<file path="src/rtl/mfp_seven_segment_scanner.sv">
// mfp_seven_segment_scanner: time-multiplexed seven-segment driver with guard gaps between digits.
// Optional decimal-point support is enabled by defining MFP_SEVEN_SEG_DP_EN.
module mfp_seven_segment_scanner #(
    parameter int DIGITS     = 8,
    parameter int SCAN_DEPTH = 16,
    parameter int GUARD      = 4
) (
    input  logic                  clk,
    input  logic                  rst,
    input  logic [4*DIGITS-1:0]   number,
    input  logic [DIGITS-1:0]     digit_en,
    input  logic [DIGITS-1:0]     dp_in,
    output logic [6:0]            seven_segments,
    output logic                  dot,
    output logic [DIGITS-1:0]     anodes
);
    localparam int IW = $clog2(DIGITS);

    typedef enum logic {S_GUARD, S_SHOW} state_t;

    state_t                state;
    logic [7:0]            guard_cnt;
    logic [SCAN_DEPTH-1:0] dwell_cnt;
    logic [IW-1:0]         idx;
    logic [IW-1:0]         nxt;
    logic [3:0]            nib;
    logic                  en;
    logic                  enter;
    logic                  leave;

    // Active-low hex font, bit order g..a.
    function automatic logic [6:0] decode(input logic [3:0] h);
        case (h)
            4'h0:    decode = 7'b1000000;
            4'h1:    decode = 7'b1111001;
            4'h2:    decode = 7'b0100100;
            4'h3:    decode = 7'b0110000;
            4'h4:    decode = 7'b0011001;
            4'h5:    decode = 7'b0010010;
            4'h6:    decode = 7'b0000010;
            4'h7:    decode = 7'b1111000;
            4'h8:    decode = 7'b0000000;
            4'h9:    decode = 7'b0010000;
            4'hA:    decode = 7'b0001000;
            4'hB:    decode = 7'b0000011;
            4'hC:    decode = 7'b1000110;
            4'hD:    decode = 7'b0100001;
            4'hE:    decode = 7'b0000110;
            default: decode = 7'b0001110;
        endcase
    endfunction

    // Next slot index (wraps at DIGITS-1, so non-power-of-two counts never skip) and its inputs.
    always_comb begin
        nxt   = (idx == IW'(DIGITS - 1)) ? '0 : idx + 1'b1;
        nib   = number[4*nxt +: 4];
        en    = digit_en[nxt];
        enter = (state == S_GUARD) && (guard_cnt == 8'(GUARD - 1));
        leave = (state == S_SHOW) && (&dwell_cnt);
    end

    // Scan FSM; anodes and segments are loaded together on the SHOW entry edge, which also
    // serves as the anti-tearing snapshot of the selected digit.
    always_ff @(posedge clk or posedge rst) begin
        if (rst) begin
            state          <= S_GUARD;
            guard_cnt      <= '0;
            dwell_cnt      <= '0;
            idx            <= IW'(DIGITS - 1);
            anodes         <= '1;
            seven_segments <= 7'h7F;
        end else if (state == S_GUARD) begin
            guard_cnt <= enter ? 8'd0 : guard_cnt + 1'b1;
            if (enter) begin
                state          <= S_SHOW;
                idx            <= nxt;
                dwell_cnt      <= '0;
                anodes         <= en ? ~(DIGITS'(1) << nxt) : '1;
                seven_segments <= en ? decode(nib) : 7'h7F;
            end
        end else begin
            dwell_cnt <= dwell_cnt + 1'b1;
            if (leave) begin
                state          <= S_GUARD;
                anodes         <= '1;
                seven_segments <= 7'h7F;
            end
        end
    end

`ifdef MFP_SEVEN_SEG_DP_EN
    logic dp_sel;

    assign dp_sel = dp_in[nxt] & en;

    // Decimal point follows the same entry/exit edges as the anodes.
    always_ff @(posedge clk or posedge rst) begin
        if (rst)
            dot <= 1'b1;
        else
            dot <= enter ? ~dp_sel : (leave ? 1'b1 : dot);
    end
`else
    logic unused_dp;

    assign unused_dp = ^dp_in;
    assign dot       = 1'b1;
`endif

endmodule

</file>
<file path="config.mk">
export PLATFORM = sky130hd
export DESIGN_NAME = mfp_seven_segment_scanner
export DESIGN_NICKNAME = d
export VERILOG_FILES = /design/src/rtl/mfp_seven_segment_scanner.sv
export SDC_FILE = /design/constraint.sdc
export NUM_CORES = 1
export LEC_CHECK = 0
export BUFFER_PORTS_ARGS = -buffer_cell sky130_fd_sc_hd__buf_2
export CAP_MARGIN = 20
export CORE_MARGIN = 3
export CORE_UTILIZATION = 45
export CTS_BUF_LIST = sky130_fd_sc_hd__clkbuf_16
export CTS_CLUSTER_DIAMETER = 150
export DETAILED_ROUTE_END_ITERATION = 16
export HOLD_SLACK_MARGIN = 0.12
export PLACE_DENSITY = 0.72
export SLEW_MARGIN = 15
export SYNTH_ARGS = -nofsm -noshare
export SYNTH_HDL_FRONTEND = slang
export SYNTH_SLANG_ARGS = --single-unit
</file>
<file path="constraint.sdc">
create_clock -name clk -period 3.19 [get_ports clk]
set_input_delay 0.319 -clock clk [delete_from_list [all_inputs] [get_ports clk]]
set_output_delay 0.319 -clock clk [all_outputs]
set_load 0.005 [all_outputs]
</file>
; ---- Word level (Yosys, flattened, before mapping)
; Memory sizes are Yosys's and may differ from the RTL's.
; Index checks and enable logic that the tools add are counted.
[classes]
n_shift = 2
muxes = 17
add_sub_neg = 3
eq_ne = 3
reduce_logical = 6
n_bitwise = 2
n_lt_le_gt_ge = 1
[op_table]
columns = cell, count
row1 = $mux W8, 5
row2 = $mux W16, 2
row3 = $shiftx A32 B6 Y4, 1
row4 = $mux W7, 4
row5 = $add A16 B1 Y16 const B, 1
row6 = $reduce_and A16 Y1, 1
row7 = $add A8 B1 Y8 const B, 1
row8 = $eq A8 B2 Y1 const B, 1
row9 = $not A8 Y8, 1
row10 = $shl A1 B3 Y8 const A, 1
row11 = $lt A3 B4 Y1 const B, 1
row12 = $mux W1, 4
row13 = $reduce_and A2 Y1, 2
row14 = $add A3 B1 Y3 const B, 1
row15 = $bmux W1 S3, 1
row16 = $eq A3 B3 Y1 const B, 1
row17 = $mux W3, 1
row18 = $logic_and A1 B1 Y1, 2
row19 = $ne A2 B1 Y1 const B, 1
row20 = $reduce_bool A2 Y1, 1
row21 = $not A1 Y1, 1
[word_totals]
word_cells = 41
output_inout_bits = 16
memories = 1
ff_bits = 43
mem_bits_ro = 112
in_bits = 50
[memory_table]
columns = memory, words, word_bits, rd, rd_ports_with_merged_regs, wr, line_no
row1 = (no name shown), 16, 7, 1, 0, 0, 33  ; case (h)

; ---- Depth between registers and ports, before layout
; Gate-level depths: netlist of run 1.
[logic_depth]
ltp_word = 7
depth_mapped = 12
mapped_depth_nobuf = 11

; ---- Worst setup path after synthesis of run 1
; OpenSTA, ideal clock, no wires.
[synth_path]
path_type = flip-flop to flip-flop
start = reg idx[0]
end = reg seven_segments[3]
path_stages_with_launch = 10
t_required_ns = 3.113
path_slack_ns = 0.222
period_less_slack_ns = 2.968
arrival_time_ns = 2.891
n_path_buf = 1
cell_sequence = dfstp_2 -> ha_1 -> ha_1 -> or2_1 -> buf_4 -> mux4_2 -> mux2i_1 -> ha_1 -> or3_1 -> a31oi_1
[synth_between]
elab_chain_len = 7
[synth_rtl]
columns = element, line_no
row1 = start: declaration, 24  ; logic [IW-1:0] idx;
row2 = start signal: assignment, 69  ; idx <= IW'(DIGITS - 1);
row3 = start signal: assignment, 76  ; idx <= nxt;
row4 = $add A3 B1 Y3 / $eq A3 B3 Y1 (equally long branches), 55  ; nxt = (idx == IW'(DIGITS - 1)) ? '0 : idx + 1'b1;
row5 = $mux W3 (*), 55
row6 = $shiftx A32 B6 Y4 / $bmux W1 S3 (equally long branches), "56, 57"
row7 = $mem_v2 Z16 W7 / $mux W1 (equally long branches), --
row8 = $mux W7 (*), 79  ; seven_segments <= en ? decode(nib) : 7'h7F;
row9 = $mux W7 (*), 74  ; if (enter) begin
row10 = $mux W7 (*), 72  ; end else if (state == S_GUARD) begin
row11 = end signal: assignment, 79
row12 = end: declaration, 13  ; output logic [6:0] seven_segments,
; Every way passes the cells marked *; elsewhere a longest branch is shown, timed or not. The select of a mux whose other input is x is not followed.
; A chain may end at the register's enable or synchronous reset.

; ---- Worst setup path in the final report of run 1
; Same ends and word-level chain as after synthesis.

==> results of run 1 <==
-- metal layers --
metal | share of wire | wire length, um | GRT usage | up-vias
li1 | - | - | - | 1053
met1 | 0.44 | 2450 | 0.221 | 1037
met2 | 0.50 | 2810 | 0.303 | 50
met3 | 0.055 | 307 | 0.0471 | 4
met4 | 0.0066 | 37 | 0.0439 | 0
met5 | 0 | 0 | 0 | -
-- worst max path at each step --
stage | from | end | slack (ns) | depth (start not counted)
global route | idx[0] | seven_segments[0] | 0.16 | 10
finish | idx[0] | seven_segments[3] | 0.32 | 8
CTS | idx[0] | seven_segments[0] | 0.11 | 8
global placement | idx[0] | seven_segments[3] | 0.22 | 8
floorplan | idx[0] | seven_segments[3] | 0.22 | 9
detailed placement | idx[0] | seven_segments[0] | 0.15 | 10
-- area by class of cell --
cell class / count / share of cell area
clock buffer: 5 / 0.0405
clock inverter: 3 / 0.0142
inverter: 7 / 0.00850
multi-input combinational: 193 / 0.448
sequential: 43 / 0.355
tap: 70 / 0.0283
timing repair buffer: 62 / 0.105
-- state kept, by name, summed over array words and instances (netlist names) --
signal	flops
seven_segments	7
idx	3
dwell_cnt	16
state	1
anodes	8
guard_cnt	8
-- cell families after synthesis --
logic type / synth area share
AND/OR/NAND/NOR: 0.194
AO/OA/AOI/OAI: 0.128
flip-flops: 0.428
buffers and inverters: 0.0361
multiplexers: 0.117
adder cells (fa/ha/maj): 0.0683
XOR/XNOR: 0.0273
other: 0.00146
-- stage by stage --
stage	total power (W)	setup slack [ns]	instance area, um2
floorplan	0.000624	0.222	2570
global placement	0.000668	0.216	2910
detailed placement	0.000670	0.154	2910
CTS	0.00125	0.110	3080
global route	0.00129	0.160	3090
finish	0.00124	0.315	3090
-- critical path: stages (launching register included) --
cell	delay, ns
dfstp_2	0.60
ha_1	0.18
ha_2	0.19
or2_4	0.17
mux4_2	0.50
mux2i_1	0.31
ha_1	0.30
or3_1	0.38
a31oi_1	0.16
-- where the power goes --
part	switching [W]	internal, W
Clock	0.000206	0.000369
Sequential	0.00000383	0.000560
Combinational	0.0000489	0.0000494
-- layout by cell type (no fill, tap or decap), types with 3 or more instances in the layout --
cell type,netlist,final
buf_4,2,6
a32o_1,3,3
ha_1,14,13
mux2i_1,3,3
dfrtp_1,25,25
o21ai_0,5,5
o21ai_1,12,12
nor2b_1,4,4
xnor2_1,5,5
a31oi_1,6,6
clkbuf_16,0,5
nand3_1,14,14
nor3_1,5,5
inv_1,5,5
mux4_2,9,9
and3_1,4,4
nand2_1,28,28
xor2_1,3,3
nand4_1,7,7
a21oi_1,13,13
or4_1,4,4
dfstp_2,18,18
or3_1,3,3
o211ai_1,3,3
mux2_2,5,5
nor2_1,22,22
buf_2,5,56
-- synth_stat cells (all sizes together) --
cell	number	area [um2]
a211oi	1	7.51
nor4	1	6.26
and3b	1	8.76
or2	2	12.5
nand3	14	70.1
a22o	1	8.76
mux2	6	67.6
o211ai	3	22.5
and4	1	8.76
xor2	3	26.3
a221oi	2	23.8
nand2	28	105
nor2b	4	25.0
xnor2	5	43.8
a21oi	13	65.1
o21ai	18	93.8
nor3	5	25.0
dfrtp	25	626
a2111oi	2	23.8
a32o	3	30.0
mux4	9	203
mux2i	3	30.0
and2b	2	15.0
and3	4	25.0
conb	1	3.75
nand4b	1	8.76
a31oi	6	37.5
nand4	7	43.8
nor2	23	88.8
or3	3	18.8
dfstp	18	473
nand2b	1	6.26
or4	4	30.0
clkbuf	4	15.0
buf	8	51.3
o31ai	2	15.0
ha	14	175
inv	7	26.3
==> flow_summary.yaml, run 1 <==
outcome:
  outcome: "completed"
clock_tree:
  cts_sinks: 43
  post_cts_buffers: 0
  cts.reportedPaths.clkPinSlew_ns: 0.06
  cts_resized: 0
  worstSkewPairLatency_ns: 0.28
  cts_tree: "yes"
  cts_root_buffer: "clkbuf_16"
  clockBufferDepth: 2
  cts-hold-fix-buffers: 0
  cts_buffers: 5
  htree_levels: 2
drt:
  antenna_left: 0
  firstDrtPassIters: 4
  wl_um: 5600
  drt_iter0_drc: 103
  drc: 0
  viasPerCell: 5.60
  routedWlPerCell_um: 14.6
  vias: 2144
pwr:
  ir_worst_vdd_v: 0.000278
  powerDensity_nw_per_um2: 400
  power_leakage_nw: 1.36
timing:
  rsz0062_at_grt: "no"
  timing.fmax_mhz: 348
  fin_crit_sh: 0.901
  relSlewSlack: 0.573
  tns_ns: 0
  finalSetupViolCount: 0
  timing.final.crit_period_ns: 2.88
  hold_ws_ns: 0.151
  report.final.hold_viol_count: 0
  finalMaxSlewViolations: 0
  skew_ns: 0.00447
  worstMarginPinSlew_ns: 0.624
grt:
  antenna_found_initial: 0
  grt_overflow: 0
  grt_pass1_vias: 2053
  grtUsageTotal: 0.177
  grt_max_degree: 44
  grt_pass1_wl_um: 9130
flow_run:
  cap_violations: 0
place:
  gp_congestion: 0.887
  io_buffer_count: 56
  dp_cells: 375
  hpwl_um: 4240
setup_path:
  critPathMaxFanout: 8
  cp-start-kind: "flip-flop"
  reg2reg_depth: 8
  rrSetupSlack_ns: 0.32
  rr_endpoint: "seven_segments[3]"
  r2r-start: "idx[0]"
  critPathCaptureType: "flip-flop"
  crit_type: "flip-flop to flip-flop"
  critPathArrivalTime_ns: 3.08
  required_ns: 3.40
floorplanning:
  die_h_um: 81.5
  core_area_um2: 5300
  rows: 26
  dieArea_um2: 6640
  initial_core_util: 0.484
  ios: 66
  die_w_um: 81.5
layout:
  diodes: 0
  drive_above_1_share: 0.358
  fin_nets: 376
  stdcell_count: 383
  fill_cells: 444
  utilization: 0.583
  area_growth_pct: 20.5
  multi_input_area_um2: 1390
  regArea_um2: 1100
logic_synthesis:
  ys_types: 48
  syn_inst: 255
  syn_area_um2: 2570
  syn_avg_cell_area_um2: 10.1
  syn_nets: 319
  synth-seq-cells: 43
  ys_warn_count: 0
  synth_seq_area_share: 0.428
min_path:
  hold_path.class: "input pin to asynchronous set/reset pin"
Power figures use the tool's default switching activity.
==> inputs of run 2 (changes only) <==
--- a/config.mk
+++ b/config.mk
@@ -5,15 +5,16 @@
 export SDC_FILE = /design/constraint.sdc
 export NUM_CORES = 1
 export LEC_CHECK = 0
+export ABC_AREA = 1
 export BUFFER_PORTS_ARGS = -buffer_cell sky130_fd_sc_hd__buf_2
 export CAP_MARGIN = 20
 export CORE_MARGIN = 3
 export CORE_UTILIZATION = 45
-export CTS_BUF_LIST = sky130_fd_sc_hd__clkbuf_16
+export CTS_BUF_LIST = sky130_fd_sc_hd__clkbuf_8
 export CTS_CLUSTER_DIAMETER = 150
 export DETAILED_ROUTE_END_ITERATION = 16
 export HOLD_SLACK_MARGIN = 0.12
-export PLACE_DENSITY = 0.72
+export PLACE_DENSITY = 0.71
 export SLEW_MARGIN = 15
 export SYNTH_ARGS = -nofsm -noshare
 export SYNTH_HDL_FRONTEND = slang
==> flow_summary.yaml, run 2 <==
logic_synthesis:
  async_reset_ff_frac: 1.00
  syn_inst: 382
  syn_avg_cell_area_um2: 7.70
  ys_warn_count: 0
  synth_top_family_by_area: "simple AND/OR/NAND/NOR gates"
  syn_nets: 446
  ys.flop_type: "dfrtp_1"
  synth_seq_area_share: 0.373
  synth.area.top_cells: "dfrtp_1, dfstp_2, nand2_1, nand3_1, inv_1"
  yosys.area_share.xor_xnor: 0.00893
  synth_top_area_frac: 0.213
  synth_edf_count: 0
  synth-simple-area-share: 0.363
  yosys.area.top_type: "dfrtp_1"
  post-synth-top-count-cell: "nand2_1"
  synth-compound-area-share: 0.0753
  ys_types: 39
  synth_top_cells_by_count: "nand2_1, inv_1, nand3_1"
  syn_area_um2: 2940
  synthMuxAreaShare: 0.00680
  synth-seq-cells: 43
  synthAdderAreaFrac: 0.0595
layout:
  drive_above_1_share: 0.281
  layout_common_cells: "nand2_1, buf_2, inv_1"
  diodes: 0
  largest_reg_flops: 16
  fin_nets: 500
  design_area_um2: 3340
  fill_cells: 610
  area_growth_pct: 13.6
  reg_top3: "dwell_cnt x16, anodes x8, guard_cnt x8"
  final_common_cell: "nand2_1"
  regMostFlops: "dwell_cnt"
clock_tree:
  cts_tree: "yes"
  cts-hold-fix-buffers: 0
  post_cts_buffers: 0
  cts_sinks: 43
  cts_root_buffer: "clkbuf_8"
  cts_buffers: 5
  worstSkewPairLatency_ns: 0.30
  cts.reportedPaths.clkPinSlew_ns: 0.09
  htree_levels: 2
  cts_resized: 0
  clockBufferDepth: 2
pwr:
  total_power_w: 0.00109
  powerDensity_nw_per_um2: 327
  ir_worst_vdd_v: 0.000222
  power_leakage_nw: 1.68
floorplanning:
  initial_core_util: 0.480
  ios: 66
  die_w_um: 86.9
  core_area_um2: 6130
  die_h_um: 86.9
  dieArea_um2: 7550
  rows: 28
grt:
  grt_max_degree: 27
  grt_overflow: 0
  grtUsageTotal: 0.170
  grt_pass1_vias: 2347
  grt_pass1_wl_um: 10300
  antenna_found_initial: 0
timing:
  worst_slack_ns: 0.529
  rsz0062_at_grt: "no"
  skew_ns: 0.0108
  finalSetupViolCount: 0
  tns_ns: 0
  report.final.hold_viol_count: 0
  worstMarginPinSlew_ns: 0.689
  timing.fmax_mhz: 376
  relSlewSlack: 0.540
  timing.final.crit_period_ns: 2.66
  finalMaxSlewViolations: 0
  fin_crit_sh: 0.834
flow_run:
  cap_violations: 0
drt:
  drc: 0
  firstDrtPassIters: 4
  routedWlPerCell_um: 11.8
  wl_um: 6060
  viasPerCell: 4.96
  vias: 2539
  drt_iter0_drc: 147
  antenna_left: 0
setup_path:
  critPathCaptureType: "flip-flop"
  max_stage_delay_ns: 0.60
  crit_type: "flip-flop to flip-flop"
  cp-start-kind: "flip-flop"
  critPathMaxFanout: 20
  slowest_stage: "dfstp_2"
  required_ns: 3.42
  path_cells: "ha_1 > ha_1 > inv_1 > nand2_2 > nand2_1 > nand3_1 > nand2_1 > o21ai_2 > inv_1 > ha_1 > nand3b_1 > nand3_1 > nand2_1 > nor2_1 > nor2_1"
  critPathArrivalTime_ns: 2.89
outcome:
  outcome: "completed"
min_path:
  hold_path.class: "input pin to asynchronous set/reset pin"
place:
  placed_cell_area_um2: 3230
  io_buffer_count: 56
  gp_congestion: 0.864
  hpwl_um: 4630
  pre_cts_slack_ns: 0.559
## run 2: layout make-up
| class | count | area, um2 | area share |
|---|---|---|---|
| Clock buffer | 5 | 68.8 | 0.0206 |
| Inverter | 58 | 220 | 0.0659 |
| Multi-Input combinational cell | 269 | 1510 | 0.453 |
| Clock inverter | 3 | 43.8 | 0.0131 |
| Sequential cell | 43 | 1100 | 0.329 |
| Timing Repair Buffer | 59 | 303 | 0.0906 |
| Tap cell | 75 | 93.8 | 0.0281 |
## run 2: worst max-delay path, delay by kind of cell, from the launching register on
| family | cells | cell delay [ns] |
|---|---|---|
| compound gates | 1 | 0.27 |
| fa+ha+maj | 3 | 0.59 |
| flops | 1 | 0.60 |
| buf+inv | 2 | 0.19 |
| simple gates | 9 | 0.94 |
## run 2: worst paths after layout
| check | start | endpoint | slack [ns] | cells past startpoint |
|---|---|---|---|---|
| min in group clk | dwell_cnt[15] | dwell_cnt[15] | 0.49 | 1 |
| worst max register to register | idx[0] | seven_segments[0] | 0.53 | 15 |
| max in group asynchronous | rst | idx[1] | 2.23 | 3 |
| worst min register to register | dwell_cnt[15] | dwell_cnt[15] | 0.49 | 1 |
| worst min-delay path | rst | guard_cnt[0] | 0.11 | 2 |
| worst max-delay path | idx[0] | seven_segments[0] | 0.53 | 15 |
## run 2: logic make-up after synthesis
family,Yosys count
and+or+nand+nor,212
buffers and inverters,70
DFF,43
AOI/OAI and AO/OA,37
adders and majority gates,14
xor gates and xnor gates,3
muxes,2
other,1
## run 2: stage by stage
step	std cells	util	hold slack [ns]
finish	512	0.545	0.107
global route	512	0.545	0.154
CTS	512	0.545	0.128
detailed placement	504	0.527	0.460
global placement	504	0.527	0.450
floorplan	382	-	0.446
## run 2: per-layer routing
| metal | wire length [um] | GRT usage |
|---|---|---|
| met4 | 55 | 0.0425 |
| met5 | 0 | 0 |
| met2 | 2850 | 0.286 |
| met3 | 210 | 0.0360 |
| met1 | 2940 | 0.222 |
## run 2: power by group
group          internal [W]  switching (W)
Clock              0.000233       0.000192
Combinational     0.0000459      0.0000576
Sequential         0.000559     0.00000350
Total              0.000838       0.000254
